<file path="config.mk">
export PLATFORM = sky130hd
export DESIGN_NAME = bcd_scan_display_flat
export DESIGN_NICKNAME = d
export VERILOG_FILES = /design/src/rtl/bcd_pkg.sv /design/src/rtl/bcd_scan_display_if.sv /design/src/rtl/bcd_to_7seg.sv /design/src/rtl/bcd_scan_display.sv /design/src/flat_wrapper.sv
export SDC_FILE = /design/constraint.sdc
export NUM_CORES = 1
export LEC_CHECK = 0
export CAP_MARGIN = 20
export CORE_MARGIN = 2
export CORE_UTILIZATION = 35
export CTS_CLUSTER_SIZE = 14
export DETAILED_ROUTE_END_ITERATION = 12
export PLACE_DENSITY = 0.66
export RECOVER_POWER = 100
export SETUP_SLACK_MARGIN = 0.15
export SLEW_MARGIN = 20
export SYNTH_ARGS = -nofsm -noshare
export SYNTH_HDL_FRONTEND = slang
export SYNTH_HIERARCHICAL = 1
export SYNTH_SLANG_ARGS = --single-unit
export TNS_END_PERCENT = 1
</file>
<file path="constraint.sdc">
create_clock -name clock -period 1.8 [get_ports clock]
set_input_delay 0.18 -clock clock [delete_from_list [all_inputs] [get_ports clock]]
set_output_delay 0.18 -clock clock [all_outputs]
set_load 0.05 [all_outputs]
</file>
<file path="src/rtl/bcd_pkg.sv">
// Shared constants for the BCD scan display: digit geometry and active-low
// seven-segment patterns ordered {g,f,e,d,c,b,a}.
package bcd_pkg;

  localparam int DIGIT_W    = 4;
  localparam int NUM_DIGITS = 4;

  typedef logic [DIGIT_W-1:0] digit_t;

  localparam logic [6:0] SEG_0     = 7'b1000000;
  localparam logic [6:0] SEG_1     = 7'b1111001;
  localparam logic [6:0] SEG_2     = 7'b0100100;
  localparam logic [6:0] SEG_3     = 7'b0110000;
  localparam logic [6:0] SEG_4     = 7'b0011001;
  localparam logic [6:0] SEG_5     = 7'b0010010;
  localparam logic [6:0] SEG_6     = 7'b0000010;
  localparam logic [6:0] SEG_7     = 7'b1111000;
  localparam logic [6:0] SEG_8     = 7'b0000000;
  localparam logic [6:0] SEG_9     = 7'b0010000;
  localparam logic [6:0] SEG_BLANK = 7'b1111111;
  localparam logic [6:0] SEG_DASH  = 7'b0111111;

endpackage

</file>
<file path="src/rtl/bcd_scan_display_if.sv">
// Display-side bundle: BCD digits and blanking control in, multiplexed
// segment/anode drive and frame pulse out.
interface bcd_scan_display_if;
  import bcd_pkg::*;

  logic [NUM_DIGITS*DIGIT_W-1:0] digits;
  logic                          blank_lz;
  logic [6:0]                    seg;
  logic [NUM_DIGITS-1:0]         an;
  logic                          frame_tick;

  modport master (output digits, blank_lz, input seg, an, frame_tick);
  modport slave  (input digits, blank_lz, output seg, an, frame_tick);

endinterface

</file>
<file path="src/rtl/bcd_to_7seg.sv">
// Combinational BCD code to active-low seven-segment pattern; codes 10..15
// render as a dash so bad upstream data is visible on the display.
module bcd_to_7seg
  import bcd_pkg::*;
(
  input  digit_t     code,
  output logic [6:0] pattern
);

  always_comb begin
    pattern = SEG_DASH;
    case (code)
      4'd0:    pattern = SEG_0;
      4'd1:    pattern = SEG_1;
      4'd2:    pattern = SEG_2;
      4'd3:    pattern = SEG_3;
      4'd4:    pattern = SEG_4;
      4'd5:    pattern = SEG_5;
      4'd6:    pattern = SEG_6;
      4'd7:    pattern = SEG_7;
      4'd8:    pattern = SEG_8;
      4'd9:    pattern = SEG_9;
      default: pattern = SEG_DASH;
    endcase
  end

endmodule

</file>
<file path="src/rtl/bcd_scan_display.sv">
// Four-digit multiplexed common-anode driver: prescaled digit scan, once-per-frame
// shadow capture of the BCD inputs, leading-zero blanking and registered drive.
module bcd_scan_display
  import bcd_pkg::*;
#(
  parameter int SCAN_DIV = 4
) (
  input  logic                clock,
  input  logic                reset,
  bcd_scan_display_if.slave   bus
);

  localparam int              CNT_W    = $clog2(SCAN_DIV);
  localparam logic [CNT_W-1:0] CNT_MAX = CNT_W'(SCAN_DIV - 1);
  localparam logic [1:0]      IDX_LAST = 2'(NUM_DIGITS - 1);

  logic [CNT_W-1:0]              cnt_reg;
  logic [1:0]                    idx_reg;
  logic [NUM_DIGITS*DIGIT_W-1:0] shadow_reg;
  logic [6:0]                    seg_reg;
  logic [NUM_DIGITS-1:0]         an_reg;
  logic                          frame_tick_reg;

  digit_t                  shadow_digit [NUM_DIGITS];
  logic [NUM_DIGITS:1]     upper_zero;
  logic [NUM_DIGITS-1:0]   blank_mask;
  digit_t                  cur_code;
  logic [6:0]              cur_pattern;
  logic [6:0]              seg_next;
  logic [NUM_DIGITS-1:0]   an_next;
  logic                    tick;
  logic                    capture;

  generate
    for (genvar gi = 0; gi < NUM_DIGITS; gi++) begin : g_split
      assign shadow_digit[gi] = shadow_reg[gi*DIGIT_W +: DIGIT_W];
    end

    // upper_zero[k] is set when digits k..top are all zero; an invalid code is non-zero.
    assign upper_zero[NUM_DIGITS] = 1'b1;
    assign blank_mask[0]          = 1'b0;
    for (genvar gi = 1; gi < NUM_DIGITS; gi++) begin : g_blank
      assign upper_zero[gi] = (shadow_digit[gi] == '0) && upper_zero[gi+1];
      assign blank_mask[gi] = bus.blank_lz && upper_zero[gi];
    end
  endgenerate

  assign cur_code = shadow_digit[idx_reg];

  bcd_to_7seg u_dec (
    .code    (cur_code),
    .pattern (cur_pattern)
  );

  assign tick     = (cnt_reg == CNT_MAX);
  assign capture  = tick && (idx_reg == IDX_LAST);
  assign seg_next = blank_mask[idx_reg] ? SEG_BLANK : cur_pattern;
  assign an_next  = ~(4'b0001 << idx_reg);

  always_ff @(posedge clock) begin
    if (reset) begin
      cnt_reg        <= '0;
      idx_reg        <= '0;
      shadow_reg     <= '0;
      seg_reg        <= SEG_BLANK;
      an_reg         <= '1;
      frame_tick_reg <= 1'b0;
    end else begin
      cnt_reg        <= tick ? '0 : cnt_reg + CNT_W'(1);
      if (tick) begin
        idx_reg <= idx_reg + 2'd1;
      end
      // Shadow only moves at the frame boundary so a frame never mixes two input values.
      if (capture) begin
        shadow_reg <= bus.digits;
      end
      frame_tick_reg <= capture;
      an_reg         <= an_next;
      seg_reg        <= seg_next;
    end
  end

  assign bus.seg        = seg_reg;
  assign bus.an         = an_reg;
  assign bus.frame_tick = frame_tick_reg;

endmodule
</file>
<file path="src/flat_wrapper.sv">
// flat-port wrapper written by rule: the top's interface ports become plain ports
module bcd_scan_display_flat import bcd_pkg::*;
#(
  parameter int SCAN_DIV = 4
)
  (clock, reset, bus_digits, bus_blank_lz, bus_seg, bus_an, bus_frame_tick);
  bcd_scan_display_if bus_i ();
  input  logic clock;
  input  logic reset;
  input wire logic [$bits(bus_i.digits)-1:0] bus_digits;
  input wire logic [$bits(bus_i.blank_lz)-1:0] bus_blank_lz;
  output wire logic [$bits(bus_i.seg)-1:0] bus_seg;
  output wire logic [$bits(bus_i.an)-1:0] bus_an;
  output wire logic [$bits(bus_i.frame_tick)-1:0] bus_frame_tick;
  assign bus_i.digits = bus_digits;
  assign bus_i.blank_lz = bus_blank_lz;
  assign bus_seg = bus_i.seg;
  assign bus_an = bus_i.an;
  assign bus_frame_tick = bus_i.frame_tick;
  bcd_scan_display #(.SCAN_DIV(SCAN_DIV)) u_core (.clock(clock), .reset(reset), .bus(bus_i));
endmodule
</file>
==> results.md, run 1 <==
* Clk_lat worst skew at 280 ps
* Routed len/inst at 12.3 µm
* Netlist cell types at 35
* Hold_sp: u_core/cnt_reg[0]
* F_max at 553 MHz
* Final setup viols at 1
* Status: finished, violations left
* Die ar. at 5070 µm²
* Vias in the first global route at 1,132
* Largest net degree at the start of global routing at 18
* Antenna diode count at 0
* Worst r2r path cells at 7
* Area delta synth->final at 30.5%
* Hold Crit Class: flip-flop to flip-flop
* RSZ-0062 raised after global routing: yes
* Initial antenna violation count at 0
* Synth warnings at 6
* Min Tclk post-route at 1810 ps
* TritonCTS clock tree: built
* Iteration-0 DRC Markers at 80
* Power per cell area at 715 nW/µm²
* Chip width at 71.2 µm
* Most frequent cells in the layout: 33 x nand2_1, 31 x dfxtp_1, 30 x clkdlybuf4s50_1
* Post-synthesis cell area at 1580 µm²
* Max Buffers Root-to-Sink at 2
* Worst r2r src: u_core/idx_reg[0]
* Synth area leaders: dfxtp_1 41%, ha_1 7.9%, nand2_1 7.6%, mux4_2 5.7%, a21oi_2 5.5%
* Crit Reg-Reg Endpoint: u_core/bus.seg[3]
* Hold endpoint: u_core/cnt_reg[0]
* Clock skew at 3.30 ps
* CP endpoint kind: flip-flop
* Starting Density at 36.3%
* Post-Place Worst Slack at -7.53 ps
* Largest register FFs at 16
* Core area at 4350 µm²
* Buf/Inv on CP at 1
* Placed wire-length estimate at 2230 µm
* FP Rows at 24
* Hold WS at 428 ps
* Syn_area_per_cell at 9.53 µm²
* Slew HR at 54.1%
* Total Wirelength at 3120 µm
* Vias/cell at 4.71
* Yosys top cell by area: dfxtp_1
* Maxcap violations at 0
* WHS Path Cells at 1
* Worst EP required at 2010 ps
* Commonest non-fill, non-tap cell in the layout: nand2_1
* CTS buffer count at 5
* Final WS setup at -9.05 ps
* Worst-path cell chain: mux4_2 > inv_2 > ha_2 > mux2i_4 > a22oi_2 > nor2_1 > o21ai_1
* H-tree depth at 2
* Synth top area share at 40.5%
* Startpoint Class: flip-flop
* Cell Area, Placed at 1940 µm²
* Critical path type: flip-flop to flip-flop
* Final Cycle Share at 101%
* Final net count at 230
* Post-route ant nets at 0
* Seq cells post-synth at 32
* Layout cells sized above 1 at 21.8%
* Final Max Tran Viols at 0
* Violated checks: setup timing
* IO Pins at 31
* Final RePlAce weighted congestion at 0.856
* Sequential fraction of the synthesis area at 40.5%
* Vias at 1,196
* First-pass GRT wire length at 5320 µm
* Tot Pwr at 1.48 mW
* Cells after Synth at 166
* CP top delay family: multiplexers
* Router iterations before antenna repair at 4
* Design area at 2060 µm²
* DRC Markers at 0
* Clock Root Buffer: clkbuf_8
* FF-to-FF setup slack at -9 ps
* CP Max Fanout at 7
* Max stage delay on crit path at 640 ps
* Max VDD drop at 438 µV
* Slowest cell on crit path: mux4_2
* CP Data Arrival Time at 2020 ps
* Setup TNS at -9.05 ps
* Final Hold Vio Count at 0
* Syn_nets at 195
* Total GRT Usage at 13.4%
* Clk sinks at 32
* Die Ht at 71.2 µm
* Leak at 0.751 nW
* Worst-path clk slew at 70 ps
* IO Port Bufs at 30
* GRT overflow at 0
* Worst Max-Slew Pin Slew at 685 ps
## worst max path at each step
| stage | from | end | slack [ps] | cells after the start |
|---|---|---|---|---|
| floorplan | u_core/idx_reg[0] | u_core/bus.seg[2] | 30 | 7 |
| global placement | u_core/idx_reg[0] | u_core/bus.seg[3] | 10 | 6 |
| detailed placement | u_core/idx_reg[0] | u_core/bus.seg[5] | -8 | 6 |
| CTS | u_core/idx_reg[0] | u_core/bus.seg[2] | 20 | 6 |
| global route | u_core/idx_reg[0] | u_core/bus.seg[3] | -110 | 7 |
| finish | u_core/idx_reg[0] | u_core/bus.seg[3] | -9 | 7 |
## final cells by class
cell class	count	area, µm²
clock inverter	2	10.0
sequential	32	644
timing repair buffer	39	364
fill	413	2290
clock buffer	6	82.6
multi-input combinational	115	868
inverter	8	30.0
tap	52	65.1
## report_power, final
group          leakage (nW)  internal, mW  total, mW  switching (mW)
sequential            0.262         0.729      0.738         0.00939
clock                0.0510         0.305      0.564           0.259
combinational         0.438        0.0817      0.174          0.0924
## cells by family after synthesis
group           Yosys count  synth area share (%)
compound gates           33                  14.6
xor+xnor                  1                 0.554
fa+ha+maj                10                  7.91
buf+inv                  19                  7.59
flops                    32                  40.5
mux                       6                  6.96
simple gates             65                  21.8
## routing by layer
metal	GRT usage (%)	wire length, µm	share of wire (%)
met5	0	0	0
met4	5.66	60	1.9
met3	3.94	129	4.1
met2	20.3	1450	47
met1	17.9	1480	47
## cells in the mapped netlist
master    number
a21o_1         1
a21oi_1        8
a21oi_2       10
a22oi_1        2
a31oi_1        2
and2_1         1
and2_4         1
and2b_1        1
and2b_4        1
and3b_1        1
buf_2          3
buf_4          1
buf_6          4
buf_8          1
clkbuf_1       2
dfxtp_1       32
ha_1          10
inv_1          8
mux2i_1        2
mux4_2         4
nand2_1       32
nand2_2        2
nand2b_1       5
nor2_1        12
nor2b_4        1
nor3_1         2
nor3b_1        2
nor4_4         2
o211ai_4       1
o21ai_0        1
o21ai_1        7
o31ai_1        1
or2_1          1
or2b_1         1
xnor2_1        1
## metrics by stage
stage	std cells	utilization, %
after floorplan	166	-
after global placement	245	44.6
after detailed placement	245	44.6
after CTS	253	46.9
after global routing	254	47.4
final	254	47.4
## what timing repair did
item,4_1_cts,5_1_grt
setup endpoints to repair,7,7
hold buffers,0,0
gates resized for setup,2,7
buffers inserted,0,1
hold endpoints to repair,0,0
pin swaps,0,3
Note: power is estimated with default switching activity, not from simulation.
==> run 2: changes to the inputs <==
--- a/config.mk
+++ b/config.mk
@@ -13,7 +13,6 @@
 export PLACE_DENSITY = 0.66
 export RECOVER_POWER = 100
 export SETUP_SLACK_MARGIN = 0.15
-export SLEW_MARGIN = 20
 export SYNTH_ARGS = -nofsm -noshare
 export SYNTH_HDL_FRONTEND = slang
 export SYNTH_HIERARCHICAL = 1
==> results of run 2 <==
The final DEF is identical to that of run 1; final timing and power are the same.
==> run 3: changes to the inputs <==
--- a/config.mk
+++ b/config.mk
@@ -13,6 +13,7 @@
 export PLACE_DENSITY = 0.66
 export RECOVER_POWER = 100
 export SETUP_SLACK_MARGIN = 0.15
+export SKIP_LAST_GASP = 1
 export SYNTH_ARGS = -nofsm -noshare
 export SYNTH_HDL_FRONTEND = slang
 export SYNTH_HIERARCHICAL = 1
==> run 3 against run 2 <==
Against the previous run:
- the run still ends with setup timing left
- routed wire length is 0.67% lower
- count of clock-buffer cells in the layout unchanged
- sequential power is essentially flat
- clock power hardly changed
- critical path type unchanged
- highest routed layer unchanged
==> results.md, run 3 (synthesis results as in run 1) <==
* Crit Reg-Reg Endpoint: u_core/bus.seg[3]
* Max Buffers Root-to-Sink at 2
* CP endpoint kind: flip-flop
* Chip width at 71.2 µm
* Total GRT Usage at 13.4%
* Vias/cell at 4.70
* Buf/Inv on CP at 1
* Clk sinks at 32
* Max stage delay on crit path at 640 ps
* Worst Max-Slew Pin Slew at 674 ps
* Core Util, Final at 47.4%
* Worst-path cell chain: mux4_2 > inv_2 > ha_2 > mux2i_4 > a22oi_2 > nor2_1 > o21ai_1
* Final setup viols at 1
* Power per cell area at 715 nW/µm²
* Die ar. at 5070 µm²
* Starting Density at 36.3%
* Vias in the first global route at 1,132
* Hold Crit Class: flip-flop to flip-flop
* Worst EP required at 2010 ps
* Hold WS at 428 ps
* Worst r2r path cells at 7
* Maxcap violations at 0
* Crit path to: u_core/bus.seg[3]
* Worst r2r src: u_core/idx_reg[0]
* IO Port Bufs at 30
* F_max at 554 MHz
* Largest register FFs at 16
* Largest net degree at the start of global routing at 18
* Most frequent cells in the layout: 33 x nand2_1, 31 x dfxtp_1, 30 x clkdlybuf4s50_1
* Max VDD drop at 439 µV
* Final Max Tran Viols at 0
* FP Rows at 24
* Placed wire-length estimate at 2230 µm
* Area delta synth->final at 30.5%
* Violated checks: setup timing
* Commonest non-fill, non-tap cell in the layout: nand2_1
* Critical path type: flip-flop to flip-flop
* CP top delay family: multiplexers
* CP Data Arrival Time at 2010 ps
* Routed len/inst at 12.2 µm
* Core area at 4350 µm²
* Worst-path clk slew at 70 ps
* Vias at 1,194
* Clock skew at 3.22 ps
* CP startpoint: u_core/idx_reg[0]
* Slew HR at 54.8%
* Final Hold Vio Count at 0
* Iteration-0 DRC Markers at 96
* Final net count at 230
* Leak at 0.751 nW
* Initial antenna violation count at 0
* Slowest cell on crit path: mux4_2
* Final RePlAce weighted congestion at 0.856
* Post-route ant nets at 0
* Total Wirelength at 3100 µm
* RSZ-0062 raised after global routing: yes
* Final Cycle Share at 100%
* Layout cells sized above 1 at 21.8%
* Router iterations before antenna repair at 4
* FF-to-FF setup slack at -4 ps
* Final WS setup at -4.20 ps
* First-pass GRT wire length at 5320 µm
* Startpoint Class: flip-flop
* CP Max Fanout at 7
* Antenna diode count at 0
* GRT overflow at 0
* CTS buffer count at 5
* CP Depth at 7
* H-tree depth at 2
* IO Pins at 31
* Clock Root Buffer: clkbuf_8
* Die Ht at 71.2 µm
* TritonCTS clock tree: built
* DRC Markers at 0
* Min Tclk post-route at 1800 ps
* Clk_lat worst skew at 280 ps
* Status: finished, violations left
## run 3: cell counts in the layout (fill, tap and decap cells not counted)
Identical to the previous run, type by type.
## run 3: stage by stage
stage	TNS (ps)	std cells	worst slack [ps]	area, µm²	power, mW
after floorplan	0	166	30.5	1610	0.855
after global placement	0	245	14.4	1940	0.930
after detailed placement	-7.53	245	-7.53	1940	0.932
after CTS	0	253	20.6	2040	1.50
after global routing	-388	254	-115	2060	1.56
final	-4.20	254	-4.20	2060	1.48
## run 3: worst min-delay path by stage
stage | depth (start not counted) | startpoint | to
2_1_floorplan | 1 | reset | u_core/bus.an[3]
3_3_place_gp | 1 | u_core/cnt_reg[0] | u_core/cnt_reg[0]
3_5_place_dp | 1 | u_core/cnt_reg[0] | u_core/cnt_reg[0]
4_1_cts | 1 | u_core/cnt_reg[0] | u_core/cnt_reg[0]
5_1_grt | 3 | bus_digits[15] | u_core/shadow_reg[15]
6_report | 1 | u_core/cnt_reg[0] | u_core/cnt_reg[0]
## run 3: power breakdown
group | switching [mW] | total (mW) | leakage (nW) | internal [mW]
combinational | 0.0922 | 0.174 | 0.438 | 0.0817
clock | 0.260 | 0.565 | 0.0510 | 0.305
sequential | 0.00937 | 0.738 | 0.262 | 0.729
total | 0.362 | 1.48 | 0.751 | 1.12
## run 3: per-layer routing
layer	vias to the layer above	track usage [%]	part of all wire, %
li1	619	-	-
met1	542	17.9	47
met2	29	20.3	47
met3	4	3.94	4.7
met4	0	5.66	1.5
met5	-	0	0
## run 3: layout make-up
type	count	area, µm²
Clock buffer	6	82.6
Sequential cell	32	644
Tap cell	52	65.1
Timing Repair Buffer	39	364
Fill cell	413	2290
Clock inverter	2	10.0
Inverter	8	30.0
Multi-Input combinational cell	115	868
## run 3: timing repair
item,in CTS,in global routing
buffers inserted,0,1
pin swaps,0,1
hold buffers,0,0
resized for setup,2,7
endpoints found under the setup margin,7,7
## run 3: worst reg2reg max path: stages (launching register included)
cell and delay (ps):
dfxtp_4 390, mux4_2 640, inv_2 140, ha_2 200, mux2i_4 80, a22oi_2 160, nor2_1 60, o21ai_1 70
